File: config.mk
export PLATFORM = sky130hd
export DESIGN_NAME = mod_counter
export DESIGN_NICKNAME = d
export VERILOG_FILES = /design/src/rtl/mod_counter.sv
export SDC_FILE = /design/constraint.sdc
export NUM_CORES = 1
export LEC_CHECK = 0
export CORE_MARGIN = 2
export CORE_UTILIZATION = 42
export CTS_BUF_LIST = sky130_fd_sc_hd__clkbuf_8
export DETAILED_ROUTE_END_ITERATION = 6
export HOLD_SLACK_MARGIN = 0.15
export PLACE_DENSITY = 0.72
export SLEW_MARGIN = 20
export SYNTH_ARGS = -nofsm -noshare
export SYNTH_HDL_FRONTEND = slang
export SYNTH_SLANG_ARGS = --single-unit
export TNS_END_PERCENT = 10
File: constraint.sdc
create_clock -name clk -period 3.9 [get_ports clk]
set_input_delay 0.975 -clock clk [delete_from_list [all_inputs] [get_ports clk]]
set_output_delay 0.975 -clock clk [all_outputs]
set_load 0.05 [all_outputs]
File: src/rtl/mod_counter.sv
// Modulo up/down counter with prescaler, synchronous preset and terminal-count pulse.
// Optional saturate mode is enabled by defining MOD_COUNTER_SAT_EN (adds the sat port).
module mod_counter #(
  parameter int unsigned     WIDTH    = 8,
  parameter longint unsigned MODULUS  = 256,
  parameter int unsigned     PRESCALE = 1
) (
  input  logic             clk,
  input  logic             rst,
  input  logic             en,
  input  logic             up,
  input  logic             load,
  input  logic [WIDTH-1:0] load_val,
`ifdef MOD_COUNTER_SAT_EN
  input  logic             sat,
`endif
  output logic [WIDTH-1:0] count,
  output logic             tc,
  output logic             zero
);

  // One extra bit so MODULUS = 2^WIDTH compares exactly.
  localparam logic [WIDTH:0]   MOD_W = (WIDTH+1)'(MODULUS);
  localparam logic [WIDTH-1:0] TOP   = WIDTH'(MODULUS - 64'd1);

  logic [WIDTH-1:0] count_q, count_d;
  logic             tc_q, tc_d;
  logic             tick;
  logic             at_top, at_bot;

  generate
    if (PRESCALE > 1) begin : g_pre
      localparam int unsigned   PW       = $clog2(PRESCALE);
      localparam logic [PW-1:0] PRE_LAST = PW'(PRESCALE - 1);

      logic [PW-1:0] pre_q, pre_d;

      always_comb begin
        pre_d = pre_q;
        if (load) begin
          pre_d = '0;
        end else if (en) begin
          pre_d = (pre_q == PRE_LAST) ? '0 : pre_q + PW'(1);
        end
      end

      always_ff @(posedge clk) begin
        if (rst) begin
          pre_q <= '0;
        end else begin
          pre_q <= pre_d;
        end
      end

      assign tick = en && (pre_q == PRE_LAST);
    end else begin : g_nopre
      assign tick = en;
    end
  endgenerate

  assign at_top = (count_q == TOP);
  assign at_bot = (count_q == '0);

  always_comb begin
    count_d = count_q;
    tc_d    = 1'b0;
    if (load) begin
      count_d = ({1'b0, load_val} < MOD_W) ? load_val : TOP;
    end else if (tick) begin
      if (up) begin
        if (at_top) begin
          tc_d    = 1'b1;
          count_d = '0;
`ifdef MOD_COUNTER_SAT_EN
          if (sat) count_d = count_q;
`endif
        end else begin
          count_d = count_q + WIDTH'(1);
        end
      end else begin
        if (at_bot) begin
          tc_d    = 1'b1;
          count_d = TOP;
`ifdef MOD_COUNTER_SAT_EN
          if (sat) count_d = count_q;
`endif
        end else begin
          count_d = count_q - WIDTH'(1);
        end
      end
    end
  end

  always_ff @(posedge clk) begin
    if (rst) begin
      count_q <= '0;
      tc_q    <= 1'b0;
    end else begin
      count_q <= count_d;
      tc_q    <= tc_d;
    end
  end

  assign count = count_q;
  assign tc    = tc_q;
  assign zero  = (count_q == '0);

endmodule

# Word level (Yosys, flattened, before mapping)
# Cells that the tools add are included.
# Widths: inputs -> output; s select.
[word_totals] regBits=9 in_bits=13 out_inout_bits=10
[op_classes] addsub=2 n_eq_ne=1 n_mux=8 n_bitwise=1 reduce_logical=3
[op_table] op="$mux 8" n=5
[op_table] op="$add 8x1->8 const B" n=1
[op_table] op="$eq 8x8->1 const B" n=1
[op_table] op="$logic_not 8->1" n=1
[op_table] op="$sub 8x1->8 const B" n=1
[op_table] op="$mux 1" n=3
[op_table] op="$reduce_or 3->1" n=1
[op_table] op="$reduce_bool 2->1" n=1
[op_table] op="$not 1->1" n=1

# Depth between registers and ports, before layout
[depth] depth_word=5 depth_mapped=6

# Worst setup path after synthesis
# No wires, ideal clock.
[synth_timing] path_type="flip-flop to output port" start="reg count_q[5], in the netlist count[5]" end="out zero" arrival_time_ps=2337 required_ps=2925 path_slack_ps=588 stages_incl_launch_ff=4 n_path_buf=1 path_cell_list="dfxtp_1 buf_6 or4_4 nor3_1"
[synth_via] elab_chain_len=1
[synth_lines] item="start: declaration" line="26" source="logic [WIDTH-1:0] count_q, count_d;"
[synth_lines] item="start signal: assignment" line="99" source="count_q <= count_d;"
[synth_lines] item="$logic_not 8->1" line="106" source="assign zero = (count_q == '0);"
[synth_lines] item="end: declaration" line="19" source="output logic zero"
# Every way passes these cells.

# Final worst setup path
# Same ends and word-level chain as after synthesis.

==> key figures <==
Run status
  – Status: completed

CTS
  – Resized Gates After CTS: 0
  – Clk sinks: 9
  – Clk_lat worst skew: 0.24 ns
  – CTS buffer count: 3
  – TritonCTS clock tree: built
  – Cts hold-fix bufs: 0
  – Clock Pin Slew Worst Setup and Hold Paths: 0.05 ns
  – CTS Root Cell: clkbuf_8
  – H-Tree Depth: 1
  – Post-CTS setup buffers: 0
  – CTS Buffer Depth: 2

Worst hold path
  – WHS Endpoint: count[7]
  – Hold path cells: 2
  – HP Class: reg -> reg
  – HP Start: count[7]

STA
  – Slew @ Worst Pin: 0.639 ns
  – Endpoints failing hold: 0
  – Final Cycle Share: 82.7%
  – Endpoints failing setup: 0
  – Slew margin rel.: 57.2%
  – Setup Skew: 0.00626 ns
  – Clock period minus worst slack: 3.22 ns
  – Setup_tns: 0 ns
  – RSZ-0062 raised after global routing: no
  – Slew Limit Fails: 0
  – Peak Freq: 0.310 GHz

Critical path
  – CP max-delay cell: clkdlybuf4s50_1
  – CP endpoint kind: output pin
  – Crit-path max FO: 11
  – Reg-to-reg critical path startpoint: count[5]
  – Critical path class: reg -> out
  – WP data required: 2.92 ns
  – Reg-to-reg slack, setup: 1.83 ns
  – Worst r2r dst: count[2]
  – Max stage delay on crit path: 0.82 ns
  – Startpoint Class: flip-flop
  – Cell Chain, Critical Path: or4_4, nor3_1, clkdlybuf4s50_1
  – Number of cells on the worst reg-to-reg path: 4
  – WP data arrival: 2.25 ns

Routing
  – Routed via count: 872
  – Drt pass-1 iters: 4
  – Vias per inst: 5.77
  – DR DRC count: 0
  – Initial DRC Count: 29
  – Avg WL per Cell: 13.9 um
  – Drt total wl: 2090 um
  – Post-route ant nets: 0

Layout
  – Multi-input logic area: 559 um2
  – Area delta synth->final: 30.7%
  – FF+latch area: 180 um2
  – Share of cells above drive strength 1: 8.73%
  – Layout Nets: 143
  – Fillers: 164
  – Post-layout util: 59.8%
  – Antenna cells: 0

Pwr
  – Int Pwr: 0.223 mW
  – Sequential share of power: 32.9%
  – Switching share of power: 36.5%
  – Logic pwr share: 35.7%
  – Total power: 0.351 mW
  – P_sw: 0.128 mW
  – Max VDD drop: 0.000157 V
  – Clk pwr share: 31.4%
  – Leakage: 0.382 nW
  – Pwr Density: 329 nW/um2

Floorplanning
  – Initial core utilization: 45.8%
  – Core area: 1780 um2
  – Die X-Extent: 48.1 um
  – Die area: 2310 um2
  – Ports: 23
  – Die H: 48.1 um
  – FP Rows: 15

Placed design
  – Routability cong.: 0.937
  – DP Wirelength: 1480 um
  – IO Port Bufs: 22

Global routing
  – Grt ovf: 0
  – GRT Overall Usage: 20.7%
  – First-pass GRT wire length: 3260 um
  – Pin count of the biggest net entering global routing: 21
  – Number of global-route vias before repair: 722
  – Initial antenna violation count: 0

Synthesis
  – Largest area contributor in the netlist: dfxtp_1
  – Top FF cell, synth: dfxtp_1
  – Mapped Nets: 126
  – Syn avg cell area: 7.42 um2
  – Share of the yosys chip area belonging to registers: 22.1%
  – Flops & latches, synth: 9
  – Async SR Flop Fraction: 0%
  – Top post-synthesis cells by area: dfxtp_1 (22%), a21oi_1 (4.9%), ha_1 (4.6%)
  – Post-synth EDFFs: 0
  – Synth Instances: 110
  – Mapped Area: 816 um2
  – Top cells by count, synth: dfxtp_1 (9), a21oi_1 (8), inv_1 (8), clkbuf_1 (7), nor3_1 (7)
  – Post-synth top area share: 22.1%
  – Synth warn: 0
  – Top-count cell post-synth: dfxtp_1
  – Distinct cells, synth: 42

Run
  – Max-Cap Viols: 0
## how the worst max path moves through the flow
stage / start / end / slack, ns
after floorplan: count[5] / zero / 0.59
after global placement: count[5] / zero / 0.96
after detailed placement: count[5] / zero / 0.94
after CTS: count[5] / zero / 0.68
after global routing: count[5] / zero / 0.60
final: count[5] / zero / 0.68
## layout by cell type (no fill, tap or decap), drive strengths merged, types with 2 or more instances in the layout
master,synthesis,routed
a211o,2,2
a21oi,9,9
a221oi,2,2
a31oi,2,2
clkbuf,7,3
clkdlybuf4s50,0,22
dfxtp,9,9
ha,3,3
inv,8,9
mux2i,2,2
nand2,5,5
nand2b,3,3
nand3,4,4
nand4,2,2
nor2,5,5
nor3,7,7
nor3b,2,2
o21ai,6,6
o31ai,3,3
o32ai,2,2
or2,3,3
or3,3,3
or4,2,2
xnor2,2,2
## metal layers
| layer | global-route usage [%] | routed length, um |
|---|---|---|
| met2 | 29.9 | 967 |
| met5 | 0 | 0 |
| met1 | 29.1 | 936 |
| met3 | 4.15 | 169 |
| met4 | 9.73 | 19 |
## layout make-up
class / count / area share (%)
Multi-Input combinational cell: 83 / 52.5
Timing Repair Buffer: 22 / 20.7
Sequential cell: 9 / 16.9
Clock buffer: 3 / 3.87
Tap cell: 25 / 2.93
Inverter: 8 / 2.82
Clock inverter: 1 / 0.352
## sequential cells by signal, indices dropped and copies added (netlist names)
signal / cells
count: 8
tc: 1
## worst max-delay path: cells and delay by family (launching register included)
| kind | cells | cell delay (ns) |
|---|---|---|
| simple gates | 2 | 0.80 |
| buf+inv | 1 | 0.82 |
| flops | 1 | 0.40 |
## through the flow
step	instances	hold WS, ns	cell area (um2)	setup WS [ns]
2_1_floorplan	110	0.920	816	0.588
3_3_place_gp	147	0.631	1020	0.962
3_5_place_dp	147	0.641	1020	0.937
4_1_cts	151	0.648	1070	0.681
5_1_grt	151	0.692	1070	0.604
6_report	151	0.659	1070	0.676
## power by group through the flow
| stage | clock [mW] | combinational [mW] | sequential (mW) |
|---|---|---|---|
| 6_report | 0.110 | 0.125 | 0.115 |
| 5_1_grt | 0.120 | 0.136 | 0.117 |
| 4_1_cts | 0.114 | 0.125 | 0.115 |
| 3_5_place_dp | 0 | 0.124 | 0.117 |
| 3_3_place_gp | 0 | 0.123 | 0.116 |
| 2_1_floorplan | 0 | 0.0728 | 0.131 |
## kinds of logic after synthesis
kind of cell,synth area share [%]
muxes,2.45
AOI/OAI and AO/OA,32.2
xor gates and xnor gates,3.22
adders and majority gates,4.60
and+or+nand+nor,26.1
buffers and inverters,9.36
DFF,22.1
No activity file was read; power rests on OpenSTA's default activity.
